## src/rtl/ll_fresp_wb_receiver_if.sv

```systemverilog
// Long-latency FP response channel (ll_fresp) from IntToFP-capable ALU execute units.
// The master drives a response and its payload; the slave (receiver) returns ready.
interface ll_fresp_wb_receiver_if;
  logic        valid;
  logic        ready;
  logic [19:0] bits_uop_br_mask;
  logic [6:0]  bits_uop_rob_idx;
  logic [6:0]  bits_uop_pdst;
  logic [64:0] bits_data;
  logic        bits_predicated;
  logic        bits_fflags_valid;
  logic [4:0]  bits_fflags_bits_flags;

  modport master (
    output valid,
    output bits_uop_br_mask,
    output bits_uop_rob_idx,
    output bits_uop_pdst,
    output bits_data,
    output bits_predicated,
    output bits_fflags_valid,
    output bits_fflags_bits_flags,
    input  ready
  );

  modport slave (
    input  valid,
    input  bits_uop_br_mask,
    input  bits_uop_rob_idx,
    input  bits_uop_pdst,
    input  bits_data,
    input  bits_predicated,
    input  bits_fflags_valid,
    input  bits_fflags_bits_flags,
    output ready
  );
endinterface

```

## src/rtl/ll_fresp_wb_receiver.sv

```systemverilog
// Buffers ll_fresp responses, applies branch kill/resolve and flush, and writes back in free FP write-port cycles.
// Optional LL_FRESP_WB_PERF_EN adds saturating killed-entry and stall-cycle counters.
module ll_fresp_wb_receiver #(
  parameter int unsigned DEPTH        = 2,
  parameter int unsigned STARVE_LIMIT = 4
) (
  input  logic                     clock,
  input  logic                     reset,
  ll_fresp_wb_receiver_if.slave    io_ll_fresp,
  input  logic [19:0]              io_brupdate_b1_resolve_mask,
  input  logic [19:0]              io_brupdate_b1_mispredict_mask,
  input  logic                     io_flush,
  input  logic                     io_fpu_wb_busy,
  output logic                     io_fpu_stall_req,
  output logic                     io_wb_valid,
  output logic [6:0]               io_wb_pdst,
  output logic [64:0]              io_wb_data,
  output logic                     io_complete_valid,
  output logic [6:0]               io_complete_rob_idx,
  output logic                     io_fflags_valid,
  output logic [4:0]               io_fflags_flags,
  output logic                     io_empty
`ifdef LL_FRESP_WB_PERF_EN
  ,
  output logic [15:0]              io_perf_killed_cnt,
  output logic [15:0]              io_perf_stall_cycles
`endif
);
  localparam int unsigned AW = $clog2(DEPTH);
  localparam int unsigned PW = AW + 1;
  localparam int unsigned CW = ($clog2(STARVE_LIMIT + 1) > 3) ? $clog2(STARVE_LIMIT + 1) : 3;
  localparam logic [CW-1:0] STARVE_MAX = '1;

  logic [DEPTH-1:0] ent_valid;
  logic [19:0]      ent_mask  [DEPTH];
  logic [6:0]       ent_rob   [DEPTH];
  logic [6:0]       ent_pdst  [DEPTH];
  logic [64:0]      ent_data  [DEPTH];
  logic [4:0]       ent_flags [DEPTH];
  logic [DEPTH-1:0] ent_pred;
  logic [DEPTH-1:0] ent_fv;

  logic [PW-1:0] head;
  logic [PW-1:0] tail;
  logic [PW-1:0] count;
  logic [AW-1:0] head_idx;
  logic [AW-1:0] tail_idx;
  logic          has_head;
  logic          head_kill;
  logic          head_live;
  logic          pop_out;
  logic          pop;
  logic          enq_fire;
  logic          enq;
  logic [CW-1:0] starve;

  // A head being killed this cycle is treated as already dead and retires silently.
  always_comb begin
    count     = tail - head;
    head_idx  = head[AW-1:0];
    tail_idx  = tail[AW-1:0];
    has_head  = (count != '0);
    head_kill = |(ent_mask[head_idx] & io_brupdate_b1_mispredict_mask);
    head_live = has_head & ent_valid[head_idx] & ~head_kill;
    pop_out   = head_live & ~io_fpu_wb_busy & ~io_flush;
    pop       = pop_out | (has_head & ~head_live & ~io_flush);
    enq_fire  = io_ll_fresp.valid & (count != PW'(DEPTH));
    enq       = enq_fire & ~io_flush
              & ~|(io_ll_fresp.bits_uop_br_mask & io_brupdate_b1_mispredict_mask);
  end

  always_comb io_ll_fresp.ready = (count != PW'(DEPTH));

  always_ff @(posedge clock) begin
    if (reset || io_flush) begin
      ent_valid <= '0;
    end else begin
      for (int unsigned i = 0; i < DEPTH; i++) begin
        if (|(ent_mask[AW'(i)] & io_brupdate_b1_mispredict_mask)) begin
          ent_valid[AW'(i)] <= 1'b0;
        end else begin
          ent_mask[AW'(i)] <= ent_mask[AW'(i)] & ~io_brupdate_b1_resolve_mask;
        end
      end
      if (pop) begin
        ent_valid[head_idx] <= 1'b0;
      end
      if (enq) begin
        ent_valid[tail_idx] <= 1'b1;
        ent_mask[tail_idx]  <= io_ll_fresp.bits_uop_br_mask & ~io_brupdate_b1_resolve_mask;
        ent_rob[tail_idx]   <= io_ll_fresp.bits_uop_rob_idx;
        ent_pdst[tail_idx]  <= io_ll_fresp.bits_uop_pdst;
        ent_data[tail_idx]  <= io_ll_fresp.bits_data;
        ent_pred[tail_idx]  <= io_ll_fresp.bits_predicated;
        ent_fv[tail_idx]    <= io_ll_fresp.bits_fflags_valid;
        ent_flags[tail_idx] <= io_ll_fresp.bits_fflags_bits_flags;
      end
    end
  end

  always_ff @(posedge clock) begin
    if (reset || io_flush) begin
      head <= '0;
      tail <= '0;
    end else begin
      if (enq) tail <= tail + PW'(1);
      if (pop) head <= head + PW'(1);
    end
  end

  always_ff @(posedge clock) begin
    if (reset) begin
      io_wb_valid         <= 1'b0;
      io_complete_valid   <= 1'b0;
      io_fflags_valid     <= 1'b0;
      io_wb_pdst          <= '0;
      io_wb_data          <= '0;
      io_complete_rob_idx <= '0;
      io_fflags_flags     <= '0;
    end else begin
      io_wb_valid       <= pop_out & ~ent_pred[head_idx];
      io_complete_valid <= pop_out;
      io_fflags_valid   <= pop_out & ent_fv[head_idx];
      if (pop_out) begin
        io_wb_pdst          <= ent_pdst[head_idx];
        io_wb_data          <= ent_data[head_idx];
        io_complete_rob_idx <= ent_rob[head_idx];
        io_fflags_flags     <= ent_flags[head_idx];
      end
    end
  end

  always_ff @(posedge clock) begin
    if (reset || io_flush || pop || !has_head) begin
      starve <= '0;
    end else if (head_live && io_fpu_wb_busy && starve != STARVE_MAX) begin
      starve <= starve + CW'(1);
    end
  end

  always_comb begin
    io_fpu_stall_req = (starve >= CW'(STARVE_LIMIT));
    io_empty         = (count == '0) & ~io_wb_valid & ~io_complete_valid;
  end

`ifdef LL_FRESP_WB_PERF_EN
  logic [16:0] killed_sum;

  // Counts stored entries lost to mispredict/flush plus dropped enqueues.
  always_comb begin
    killed_sum = {1'b0, io_perf_killed_cnt};
    for (int unsigned i = 0; i < DEPTH; i++) begin
      if (ent_valid[AW'(i)] &&
          (io_flush || |(ent_mask[AW'(i)] & io_brupdate_b1_mispredict_mask))) begin
        killed_sum = killed_sum + 17'd1;
      end
    end
    if (enq_fire && !enq) begin
      killed_sum = killed_sum + 17'd1;
    end
  end

  always_ff @(posedge clock) begin
    if (reset) begin
      io_perf_killed_cnt   <= '0;
      io_perf_stall_cycles <= '0;
    end else begin
      io_perf_killed_cnt <= killed_sum[16] ? '1 : killed_sum[15:0];
      if (io_fpu_stall_req && io_perf_stall_cycles != '1) begin
        io_perf_stall_cycles <= io_perf_stall_cycles + 16'd1;
      end
    end
  end
`endif

endmodule

```

## src/flat_wrapper.sv

```systemverilog
// flat-port wrapper written by rule: the top's interface ports become plain ports
module ll_fresp_wb_receiver_flat 
#(
  parameter int unsigned DEPTH        = 2,
  parameter int unsigned STARVE_LIMIT = 4
)
  (clock, reset, io_brupdate_b1_resolve_mask, io_brupdate_b1_mispredict_mask, io_flush, io_fpu_wb_busy, io_fpu_stall_req, io_wb_valid, io_wb_pdst, io_wb_data, io_complete_valid, io_complete_rob_idx, io_fflags_valid, io_fflags_flags, io_empty, io_ll_fresp_valid, io_ll_fresp_bits_uop_br_mask, io_ll_fresp_bits_uop_rob_idx, io_ll_fresp_bits_uop_pdst, io_ll_fresp_bits_data, io_ll_fresp_bits_predicated, io_ll_fresp_bits_fflags_valid, io_ll_fresp_bits_fflags_bits_flags, io_ll_fresp_ready);
  ll_fresp_wb_receiver_if io_ll_fresp_i ();
  input  logic clock;
  input  logic reset;
  input  logic [19:0] io_brupdate_b1_resolve_mask;
  input  logic [19:0] io_brupdate_b1_mispredict_mask;
  input  logic io_flush;
  input  logic io_fpu_wb_busy;
  output logic io_fpu_stall_req;
  output logic io_wb_valid;
  output logic [6:0] io_wb_pdst;
  output logic [64:0] io_wb_data;
  output logic io_complete_valid;
  output logic [6:0] io_complete_rob_idx;
  output logic io_fflags_valid;
  output logic [4:0] io_fflags_flags;
  output logic io_empty;
  input wire logic [$bits(io_ll_fresp_i.valid)-1:0] io_ll_fresp_valid;
  input wire logic [$bits(io_ll_fresp_i.bits_uop_br_mask)-1:0] io_ll_fresp_bits_uop_br_mask;
  input wire logic [$bits(io_ll_fresp_i.bits_uop_rob_idx)-1:0] io_ll_fresp_bits_uop_rob_idx;
  input wire logic [$bits(io_ll_fresp_i.bits_uop_pdst)-1:0] io_ll_fresp_bits_uop_pdst;
  input wire logic [$bits(io_ll_fresp_i.bits_data)-1:0] io_ll_fresp_bits_data;
  input wire logic [$bits(io_ll_fresp_i.bits_predicated)-1:0] io_ll_fresp_bits_predicated;
  input wire logic [$bits(io_ll_fresp_i.bits_fflags_valid)-1:0] io_ll_fresp_bits_fflags_valid;
  input wire logic [$bits(io_ll_fresp_i.bits_fflags_bits_flags)-1:0] io_ll_fresp_bits_fflags_bits_flags;
  output wire logic [$bits(io_ll_fresp_i.ready)-1:0] io_ll_fresp_ready;
  assign io_ll_fresp_i.valid = io_ll_fresp_valid;
  assign io_ll_fresp_i.bits_uop_br_mask = io_ll_fresp_bits_uop_br_mask;
  assign io_ll_fresp_i.bits_uop_rob_idx = io_ll_fresp_bits_uop_rob_idx;
  assign io_ll_fresp_i.bits_uop_pdst = io_ll_fresp_bits_uop_pdst;
  assign io_ll_fresp_i.bits_data = io_ll_fresp_bits_data;
  assign io_ll_fresp_i.bits_predicated = io_ll_fresp_bits_predicated;
  assign io_ll_fresp_i.bits_fflags_valid = io_ll_fresp_bits_fflags_valid;
  assign io_ll_fresp_i.bits_fflags_bits_flags = io_ll_fresp_bits_fflags_bits_flags;
  assign io_ll_fresp_ready = io_ll_fresp_i.ready;
  ll_fresp_wb_receiver #(.DEPTH(DEPTH), .STARVE_LIMIT(STARVE_LIMIT)) u_core (.clock(clock), .reset(reset), .io_ll_fresp(io_ll_fresp_i), .io_brupdate_b1_resolve_mask(io_brupdate_b1_resolve_mask), .io_brupdate_b1_mispredict_mask(io_brupdate_b1_mispredict_mask), .io_flush(io_flush), .io_fpu_wb_busy(io_fpu_wb_busy), .io_fpu_stall_req(io_fpu_stall_req), .io_wb_valid(io_wb_valid), .io_wb_pdst(io_wb_pdst), .io_wb_data(io_wb_data), .io_complete_valid(io_complete_valid), .io_complete_rob_idx(io_complete_rob_idx), .io_fflags_valid(io_fflags_valid), .io_fflags_flags(io_fflags_flags), .io_empty(io_empty));
endmodule
```

## config.mk

```make
export PLATFORM = sky130hd
export DESIGN_NAME = ll_fresp_wb_receiver_flat
export DESIGN_NICKNAME = d
export VERILOG_FILES = /design/src/rtl/ll_fresp_wb_receiver_if.sv /design/src/rtl/ll_fresp_wb_receiver.sv /design/src/flat_wrapper.sv
export SDC_FILE = /design/constraint.sdc
export NUM_CORES = 1
export LEC_CHECK = 0
export ABC_AREA = 1
export BUFFER_PORTS_ARGS = -buffer_cell sky130_fd_sc_hd__buf_4
export CORE_ASPECT_RATIO = 1.25
export CORE_MARGIN = 1.5
export CORE_UTILIZATION = 32
export DETAILED_ROUTE_END_ITERATION = 12
export GPL_ROUTABILITY_DRIVEN = 0
export PLACE_DENSITY_LB_ADDON = 0.25
export RECOVER_POWER = 50
export SKIP_CTS_REPAIR_TIMING = 1
export SYNTH_ARGS = -nofsm -noshare
export SYNTH_HDL_FRONTEND = slang
export SYNTH_SLANG_ARGS = --single-unit
export TNS_END_PERCENT = 5
```

## constraint.sdc

```tcl
create_clock -name clock -period 3.52 [get_ports clock]
set_input_delay 0.704 -clock clock [delete_from_list [all_inputs] [get_ports clock]]
set_output_delay 0.704 -clock clock [all_outputs]
set_load 0.03 [all_outputs]
```

==> parameters.txt, run 1 <==
Parameter                              Value

Power
  Cell leakage power    6.11 nW
  IR Drop Worst-Case VDD    0.356 mV
  Combinational share of power    0.035
  Total power after layout    7.67 mW
  Power dissipated by switching net loads    1.61 mW
  Internal power contribution    6.07 mW
  Power density normalized to cell area    498 mW/mm^2
  Switching power share of the total    0.209
  Reg power frac    0.504
  Share of total power in the clock network    0.461

Floorplanning
  Die width    179 um
  Total Die Area    0.0401 sq mm
  Placeable Area    0.0382 sq mm
  # rows    80
  Initial standard-cell utilization of the core    0.325
  Io pins    241
  Die outline height    223 um

Layout
  Number of antenna diodes    0
  Nets    1,661
  Filler Cell Count    3,885
  Design area    0.0154 sq mm
  Layout overhead on the synthesized area    23.8%
  Final design utilization    0.403
  Final cell count without fillers    2,025
  Layout cell share with drive strength beyond 1    0.132

STA
  Unrepaired setup endpoints after global routing    false
  Achievable clock frequency    351 MHz
  Clock period minus final worst setup slack    2.85 ns
  Count of final setup violators    0
  Worst hold slack across all endpoints    0.378 ns
  Transition time of the tightest slew-check pin    0.930 ns
  Final setup TNS    0 ns
  Final hold viol count    0
  Maximum clock skew at final layout    0.0193 ns
  Number of max-slew violations in the final report    0
  Worst-case headroom to the max-slew limit    0.380
  Crit path setup slack, layout    0.672 ns
  Ratio of final minimum period to clock period    0.809

Logic synthesis
  Biggest area consumer among synthesized cells    edfxtp_1
  Most common flop cell mapped by yosys    edfxtp_1
  Number of synthesized register bits    309
  Synthesis Warnings    0
  Sequential element share of the synthesized area    0.668
  Mean post-synth cell area    9.79 sq um
  Commonest cells post-synth    nand2_1, edfxtp_1, inv_1, a21oi_1, dfxtp_1
  Nets in the synthesized netlist    1,425
  Most frequently used cell type in the post-synthesis netlist    nand2_1
  Number of library cell types mapped by synthesis    34
  Top-area cell type share of the netlist area    0.512
  Post-synth design cell area    0.0124 sq mm
  Ys async rst share    0
  Number of cells produced by synthesis    1,271
  Post-synth EDFFs    212
  Leading cell types by total area after synthesis    edfxtp_1, dfxtp_1, nand2_1

Worst setup path
  CP Data Required Time    3.72 ns
  Critical path peak fanout    39
  Critical path class    reg2reg
  WP data arrival    3.05 ns
  Critical path launch point type    flop
  Crit. End Element    flop

Route
  DRC violations left    0
  Post-detailed-route via-to-cell ratio    4.48
  First DRT Iteration DRCs    398
  DR vias    9,065
  Detailed Route WL    31,100 um
  First-pass iteration count of the detailed router    5
  Detail-routed net length per standard cell    15.3 um
  Final ANT Viol Nets    0

Flow run
  Number of maximum-capacitance constraint violations    0

Global route
  Vias in the first global route    8,980
  Global routing usage summed across all routing layers    0.157
  Grt ovf    0
  Antenna violations before repair    3
  First-pass GRT wire length    47,900 um
  Largest net degree at the start of global routing    87

CTS
  TritonCTS Buffers    34
  CTS tree    built
  Clock sink count    309
  Maximum count of clock buffers along a single path    3
  Worst skew pair latency    0.53 ns
  Depth of the CTS H-tree    2
  Clock input transition at the sequential cells of the worst setup and hold paths    0.06 ns
  CTS Root Cell    clkbuf_16

Placement
  Cell area reported after detailed placement    0.0148 sq mm
  Post-detailed-placement half-perimeter wirelength    20,700 um
  Pre-CTS WS    0.695 ns
  Inst Count DP    1,963
  Number of I/O port buffers    240

Hold path
  Class of the tightest hold or removal check    in2reg

Outcome
  Run status    complete, no violations
-- worst max-delay path, cell delays in order, from the launching register on --
cell      delay [ns]
dfxtp_4         0.50
clkinv_2        0.30
nand2_1         0.14
nand2_1         0.09
inv_1           0.06
nor2_1          0.06
nor3_1          0.36
nand4_1         0.24
buf_4           0.32
o31ai_2         0.10
buf_4           0.34
-- cell type report --
| type | count | area, sq um | area share |
|---|---|---|---|
| clock buffer | 47 | 950 | 0.0616 |
| timing repair buffer | 254 | 1540 | 0.0998 |
| sequential | 309 | 8310 | 0.539 |
| multi-input combinational | 759 | 3260 | 0.212 |
| tap | 492 | 616 | 0.0399 |
| clock inverter | 15 | 168 | 0.0109 |
| inverter | 149 | 567 | 0.0368 |
-- state kept, by name (all words and copies together) (netlist names), 3 cells and up, named ones only --
name and count:
u_core.ent_pdst 14, u_core.ent_data 130, u_core.io_fflags_flags 5, u_core.io_wb_data 65, u_core.ent_flags 10, u_core.ent_mask 40
u_core.io_complete_rob_idx 7, u_core.io_wb_pdst 7, u_core.starve 3, u_core.ent_rob 14
-- layer usage --
metal | up-vias | wire [um] | share of wire | global-route usage
li1 | 4621 | - | - | -
met1 | 4133 | 12200 | 0.39 | 0.175
met2 | 241 | 15800 | 0.51 | 0.276
met3 | 64 | 2040 | 0.066 | 0.0414
met4 | 6 | 1040 | 0.033 | 0.0685
met5 | - | 37 | 0.0012 | 0
-- power by group through the flow --
stage / Clock [mW] / Combinational (mW) / Sequential (mW)
4_1_cts: 3.64 / 0.288 / 3.87
5_1_grt: 3.79 / 0.300 / 3.87
3_3_place_gp: 0 / 0.282 / 3.95
2_1_floorplan: 0 / 0.0929 / 3.95
6_report: 3.53 / 0.267 / 3.87
3_5_place_dp: 0 / 0.287 / 3.95
-- final timing paths --
| check | end | slack [ns] | depth (start not counted) | startpoint |
|---|---|---|---|---|
| worst max-delay path | u_core.ent_mask[0][10] | 0.67 | 10 | u_core.head[0] |
| worst min-delay path | u_core.ent_data[0][1] | 0.38 | 1 | io_ll_fresp_bits_data[1] |
| worst max register to register | u_core.ent_mask[0][10] | 0.67 | 10 | u_core.head[0] |
| worst min register to register | u_core.io_wb_data[28] | 0.44 | 2 | u_core.io_wb_data[28] |
-- logic make-up (layout without fill, tap and decap cells) --
group           count (synthesis)  count (layout)  share of synthesized area
compound gates                207             207                     0.0839
xor+xnor                        1               1                   0.000704
fa+ha+maj                       3               3                    0.00302
buf+inv                       203             465                     0.0680
flops                         309             309                      0.668
simple gates                  548             548                      0.177
-- cell usage in the layout (no fill, tap or decap), types with 2 or more instances in the layout --
cell and n:
a21oi_1 108, buf_12 5, buf_4 75, bufinv_16 2, clkbuf_1 122, clkbuf_16 34
clkbuf_4 59, clkbuf_8 5, clkinv_1 2, clkinv_2 8, dfxtp_1 96, edfxtp_1 212
ha_1 3, inv_1 143, inv_16 2, inv_2 3, nand2_1 421, nand3_1 35
nand4_1 4, nor2_1 68, nor3_1 10, nor4_1 3, o21ai_0 93, o21ai_1 2
o22ai_1 2
Power figures use the tool's default switching activity.
==> run 2: changes to the inputs <==
- clock period: 3.52 -> 2.85 ns (I/O delays scaled with it)
==> run 2 against run 1 <==
Critical path depth fell by 1. Sequential cell count is the same. Non-clock buffer count rose by 2. Combinational power rose by 28%. Cell area grew 0.84%. Clock skew decreased by 0.0082 ns. Clock power is 29% higher. Maximum frequency increased by 15%.
==> parameters.txt, run 2 (same netlist as run 1, synthesis figures left out) <==
Parameter                              Value

Layout
  Filler Cell Count    3,870
  Register with the highest flop count    u_core.ent_data
  Layout cell share with drive strength beyond 1    0.138
  Nets    1,660
  Layout overhead on the synthesized area    24.9%
  Leading cell types in the layout, fill and taps excluded    nand2_1, edfxtp_1, inv_1, clkbuf_1, a21oi_1
  Final design utilization    0.406
  Most frequent standard cell in the layout excluding fill and tap cells    nand2_1
  Largest registers ranked by flip-flop count    u_core.ent_data x130, u_core.io_wb_data x65, u_core.ent_mask x40
  Number of flip-flops in the largest register    130

Power
  Power density normalized to cell area    623 mW/mm^2
  Switching power share of the total    0.206
  Power dissipated by switching net loads    1.99 mW
  Internal power contribution    7.70 mW
  Combinational share of power    0.035
  Cell leakage power    6.10 nW
  Total power after layout    9.69 mW
  Reg power frac    0.493
  Share of total power in the clock network    0.472
  IR Drop Worst-Case VDD    0.391 mV

Route
  Post-detailed-route via-to-cell ratio    4.50
  Detail-routed net length per standard cell    15.8 um
  DRC violations left    0
  DR vias    9,118
  First-pass iteration count of the detailed router    6
  First DRT Iteration DRCs    654
  Detailed Route WL    32,000 um
  Final ANT Viol Nets    0

CTS
  TritonCTS Buffers    31
  CTS Root Cell    clkbuf_16
  Depth of the CTS H-tree    1
  Worst skew pair latency    0.57 ns
  CTS tree    built
  Clock input transition at the sequential cells of the worst setup and hold paths    0.07 ns
  Clock sink count    309
  Maximum count of clock buffers along a single path    3

Floorplanning
  Die outline height    223 um
  Initial standard-cell utilization of the core    0.325
  Placeable Area    0.0382 sq mm
  Total Die Area    0.0401 sq mm
  # rows    80
  Io pins    241
  Die width    179 um

Hold path
  Class of the tightest hold or removal check    in2reg

STA
  Count of final setup violators    0
  Worst-case headroom to the max-slew limit    0.281
  Maximum clock skew at final layout    0.0112 ns
  Achievable clock frequency    405 MHz
  Unrepaired setup endpoints after global routing    false
  Clock period minus final worst setup slack    2.47 ns
  Transition time of the tightest slew-check pin    1.08 ns
  Ratio of final minimum period to clock period    0.867
  Final hold viol count    0
  Crit path setup slack, layout    0.378 ns
  Number of max-slew violations in the final report    0

Placement
  Pre-CTS WS    0.298 ns
  Post-detailed-placement half-perimeter wirelength    21,000 um
  Number of I/O port buffers    240

Global route
  Vias in the first global route    8,961
  Antenna violations before repair    2
  First-pass GRT wire length    48,900 um
  Grt ovf    0
  Largest net degree at the start of global routing    172
  Global routing usage summed across all routing layers    0.159

Worst setup path
  Critical path peak fanout    28
  Critical path class    reg2reg
  CP Data Required Time    3.12 ns
  Critical path launch point type    flop
  Crit. End Element    flop
  WP data arrival    2.74 ns

Flow run
  Number of maximum-capacitance constraint violations    0

Outcome
  Run status    complete, no violations
==> run 2: changes by cell type in the layout (fill, tap and decap cells not counted), sizes merged <==
| cell | previous run | this run |
|---|---|---|
| bufinv | 2 | 8 |
| diode | 0 | 2 |
| clkbuf | 220 | 209 |
| clkinv | 12 | 9 |
| buf | 81 | 80 |
| clkinvlp | 1 | 8 |
==> run 2: critical path, stage by stage, from the launching register on <==
cell,delay (ns)
dfxtp_4,0.51
clkinvlp_2,0.17
nand2_1,0.10
nand2_2,0.06
inv_1,0.05
nor2_1,0.06
nor3_2,0.25
nand4_1,0.20
inv_2,0.46
buf_12,0.28
==> run 2: per-layer routing <==
| layer | share of wire | track usage | up-vias | routed length [um] |
|---|---|---|---|---|
| met5 | 0 | 0 | - | 0 |
| met4 | 0.026 | 0.0531 | 0 | 833 |
| met3 | 0.062 | 0.0307 | 51 | 1990 |
| met2 | 0.50 | 0.278 | 251 | 16100 |
| met1 | 0.41 | 0.193 | 4196 | 13000 |
| li1 | - | - | 4620 | - |
==> run 2: stage by stage <==
step / instance area (sq um) / TNS (ns) / cells / hold slack (ns)
after detailed placement: 14900 / 0 / 1965 / 0.436
after CTS: 16000 / 0 / 2023 / 0.142
after global routing: 15500 / 0 / 2025 / 0.176
after floorplan: 12500 / -8.11 / 1271 / 0.462
final: 15500 / 0 / 2025 / 0.202
after global placement: 14900 / 0 / 1965 / 0.434
==> run 2: power groups by stage <==
stage	sequential (mW)	combinational [mW]	clock (mW)
floorplan	4.88	0.117	0
global placement	4.88	0.363	0
detailed placement	4.88	0.367	0
CTS	4.78	0.368	4.69
global route	4.77	0.379	4.84
finish	4.78	0.341	4.57
==> run 2: final timing paths <==
check                             from                      to  slack [ns]  cells after the start
max                     u_core.head[0]  u_core.ent_data[1][25]        0.38                      9
min reg2reg      u_core.io_wb_data[14]   u_core.io_wb_data[14]        0.44                      2
min          io_ll_fresp_bits_data[47]  u_core.ent_data[1][47]        0.20                      1
max reg2reg             u_core.head[0]  u_core.ent_data[1][25]        0.38                      9
==> run 2: area by class of cell <==
class / instances / area, sq um / area share
clock buffer: 33 / 793 / 0.0510
sequential: 309 / 8310 / 0.535
antenna: 2 / 5.00 / 0.000322
tap: 492 / 616 / 0.0396
inverter: 149 / 569 / 0.0366
multi-input combinational: 759 / 3290 / 0.212
clock inverter: 25 / 363 / 0.0233
timing repair buffer: 256 / 1590 / 0.102
==> run 3: changes to the inputs <==
- clock period: 2.85 -> 2.2 ns (I/O delays scaled with it)
==> run 3 against run 2 <==
Worst hold slack worse by 0.14 ns. Total power up 25%. Setup slack worse by 0.25 ns. Critical endpoint is now io_ll_fresp_ready. Largest cell class unchanged.
==> parameters.txt, run 3 (same netlist as run 1, synthesis figures left out) <==
Parameter                              Value

Outcome
  Run status    complete, no violations

Power
  Cell leakage power    6.21 nW
  IR Drop Worst-Case VDD    0.473 mV
  Power density normalized to cell area    769 mW/mm^2
  Total power after layout    12.1 mW

CTS
  Clock input transition at the sequential cells of the worst setup and hold paths    0.06 ns
  TritonCTS Buffers    31
  Depth of the CTS H-tree    1
  CTS tree    built
  Maximum count of clock buffers along a single path    3
  CTS Root Cell    clkbuf_16
  Worst skew pair latency    0.58 ns
  Clock sink count    309

Layout
  Nets    1,687
  Number of flip-flops in the largest register    130
  Leading cell types in the layout, fill and taps excluded    nand2_1, edfxtp_1, inv_1, clkbuf_1, a21oi_1
  Final design utilization    0.410
  Design area    0.0157 sq mm
  Most frequent standard cell in the layout excluding fill and tap cells    nand2_1
  Layout cell share with drive strength beyond 1    0.151
  Final cell count without fillers    2,054
  Layout overhead on the synthesized area    26.1%
  Filler Cell Count    3,814
  Largest registers ranked by flip-flop count    u_core.ent_data x130, u_core.io_wb_data x65, u_core.ent_mask x40
  Register with the highest flop count    u_core.ent_data

Floorplanning
  Total Die Area    0.0401 sq mm
  Die outline height    223 um
  # rows    80
  Initial standard-cell utilization of the core    0.325
  Placeable Area    0.0382 sq mm
  Die width    179 um
  Io pins    241

Placement
  Cell area reported after detailed placement    0.0151 sq mm
  Number of I/O port buffers    240
  Inst Count DP    1,992
  Post-detailed-placement half-perimeter wirelength    21,200 um

STA
  Count of final setup violators    0
  Clock period minus final worst setup slack    2.08 ns
  Unrepaired setup endpoints after global routing    true
  Ratio of final minimum period to clock period    0.944
  Number of max-slew violations in the final report    0
  Achievable clock frequency    482 MHz
  Transition time of the tightest slew-check pin    0.567 ns
  Final hold viol count    0
  Worst-case headroom to the max-slew limit    0.622
  Maximum clock skew at final layout    0.0208 ns

Route
  First-pass iteration count of the detailed router    6
  Detail-routed net length per standard cell    15.3 um
  DRC violations left    0
  Detailed Route WL    31,500 um
  Final ANT Viol Nets    0
  DR vias    9,196
  First DRT Iteration DRCs    520
  Post-detailed-route via-to-cell ratio    4.48

Global route
  Vias in the first global route    9,088
  Grt ovf    0
  First-pass GRT wire length    48,500 um
  Largest net degree at the start of global routing    91
  Global routing usage summed across all routing layers    0.157
  Antenna violations before repair    5

Worst setup path
  Critical path launch point type    flop
  Delay contributed by the slowest stage of the critical path    0.36 ns
  Worst-path cell chain    inv_2 -> nand2_1 -> nand2_2 -> inv_1 -> nor2_2 -> inv_1 -> buf_4
  Crit. End Element    primary output
  Critical path peak fanout    6
  Critical path class    reg2out
  WP data arrival    1.64 ns
  CP Data Required Time    1.76 ns
  Most common cell type on the critical path    inv_1
  Cell at the slowest stage of the critical path    dfxtp_2

Hold path
  Class of the tightest hold or removal check    in2reg

Flow run
  Number of maximum-capacitance constraint violations    0
==> run 3: cell types whose count changed in the layout (fill, tap and decap cells not counted), moves of 4 or more <==
cell / delta
buf_4: +24
clkbuf_4: +4
bufinv_16: -5
o21ai_0: -5
o21ai_1: +5
==> run 3: layout make-up <==
cell class	count	area, sq um	share of cell area
timing repair buffer	283	1810	0.116
clock inverter	15	174	0.0111
clock buffer	43	883	0.0563
multi-input combinational	759	3310	0.211
antenna	4	10.0	0.000638
inverter	149	577	0.0368
sequential	309	8310	0.530
tap	492	616	0.0392
==> run 3: final timing paths <==
kind,cells after the start,slack [ns],endpoint,from
setup / recovery,7,0.12,io_ll_fresp_ready,u_core.tail[0]
setup reg to reg,11,0.17,u_core.io_wb_pdst[3],u_core.tail[0]
hold reg to reg,2,0.44,u_core.io_wb_data[20],u_core.io_wb_data[20]
hold / removal,1,0.06,u_core.ent_data[1][7],io_ll_fresp_bits_data[7]
==> run 3: worst max-delay path: cells and delay by family, from the launching register on <==
family                 cells  cell delay [ns]
DFF                        1             0.36
and+or+nand+nor            3             0.28
buffers and inverters      4             0.44
==> run 3: per-stage QoR <==
step	hold slack, ns	setup WS (ns)	setup TNS [ns]
floorplan	0.462	-0.579	-67.63
global placement	0.432	-0.124	-12.45
detailed placement	0.437	-0.119	-9.48
CTS	0.00228	0.0182	0
global route	0.0328	-0.00241	-0.00241
finish	0.0631	0.124	0
==> run 3: layer usage <==
metal  share of wire  vias to the layer above  wire length [um]  global-route usage
met5         0.00076                        -                24                   0
li1                -                     4678                 -                   -
met1            0.41                     4223             12900               0.187
met3           0.056                       59              1760              0.0298
met2            0.50                      232             15700               0.273
met4           0.032                        4              1020              0.0637
==> run 3: power breakdown <==
part	total, mW	internal, mW	switching, mW
Sequential	6.19	6.19	0.000388
Combinational	0.467	0.226	0.242
Clock	5.42	3.17	2.24
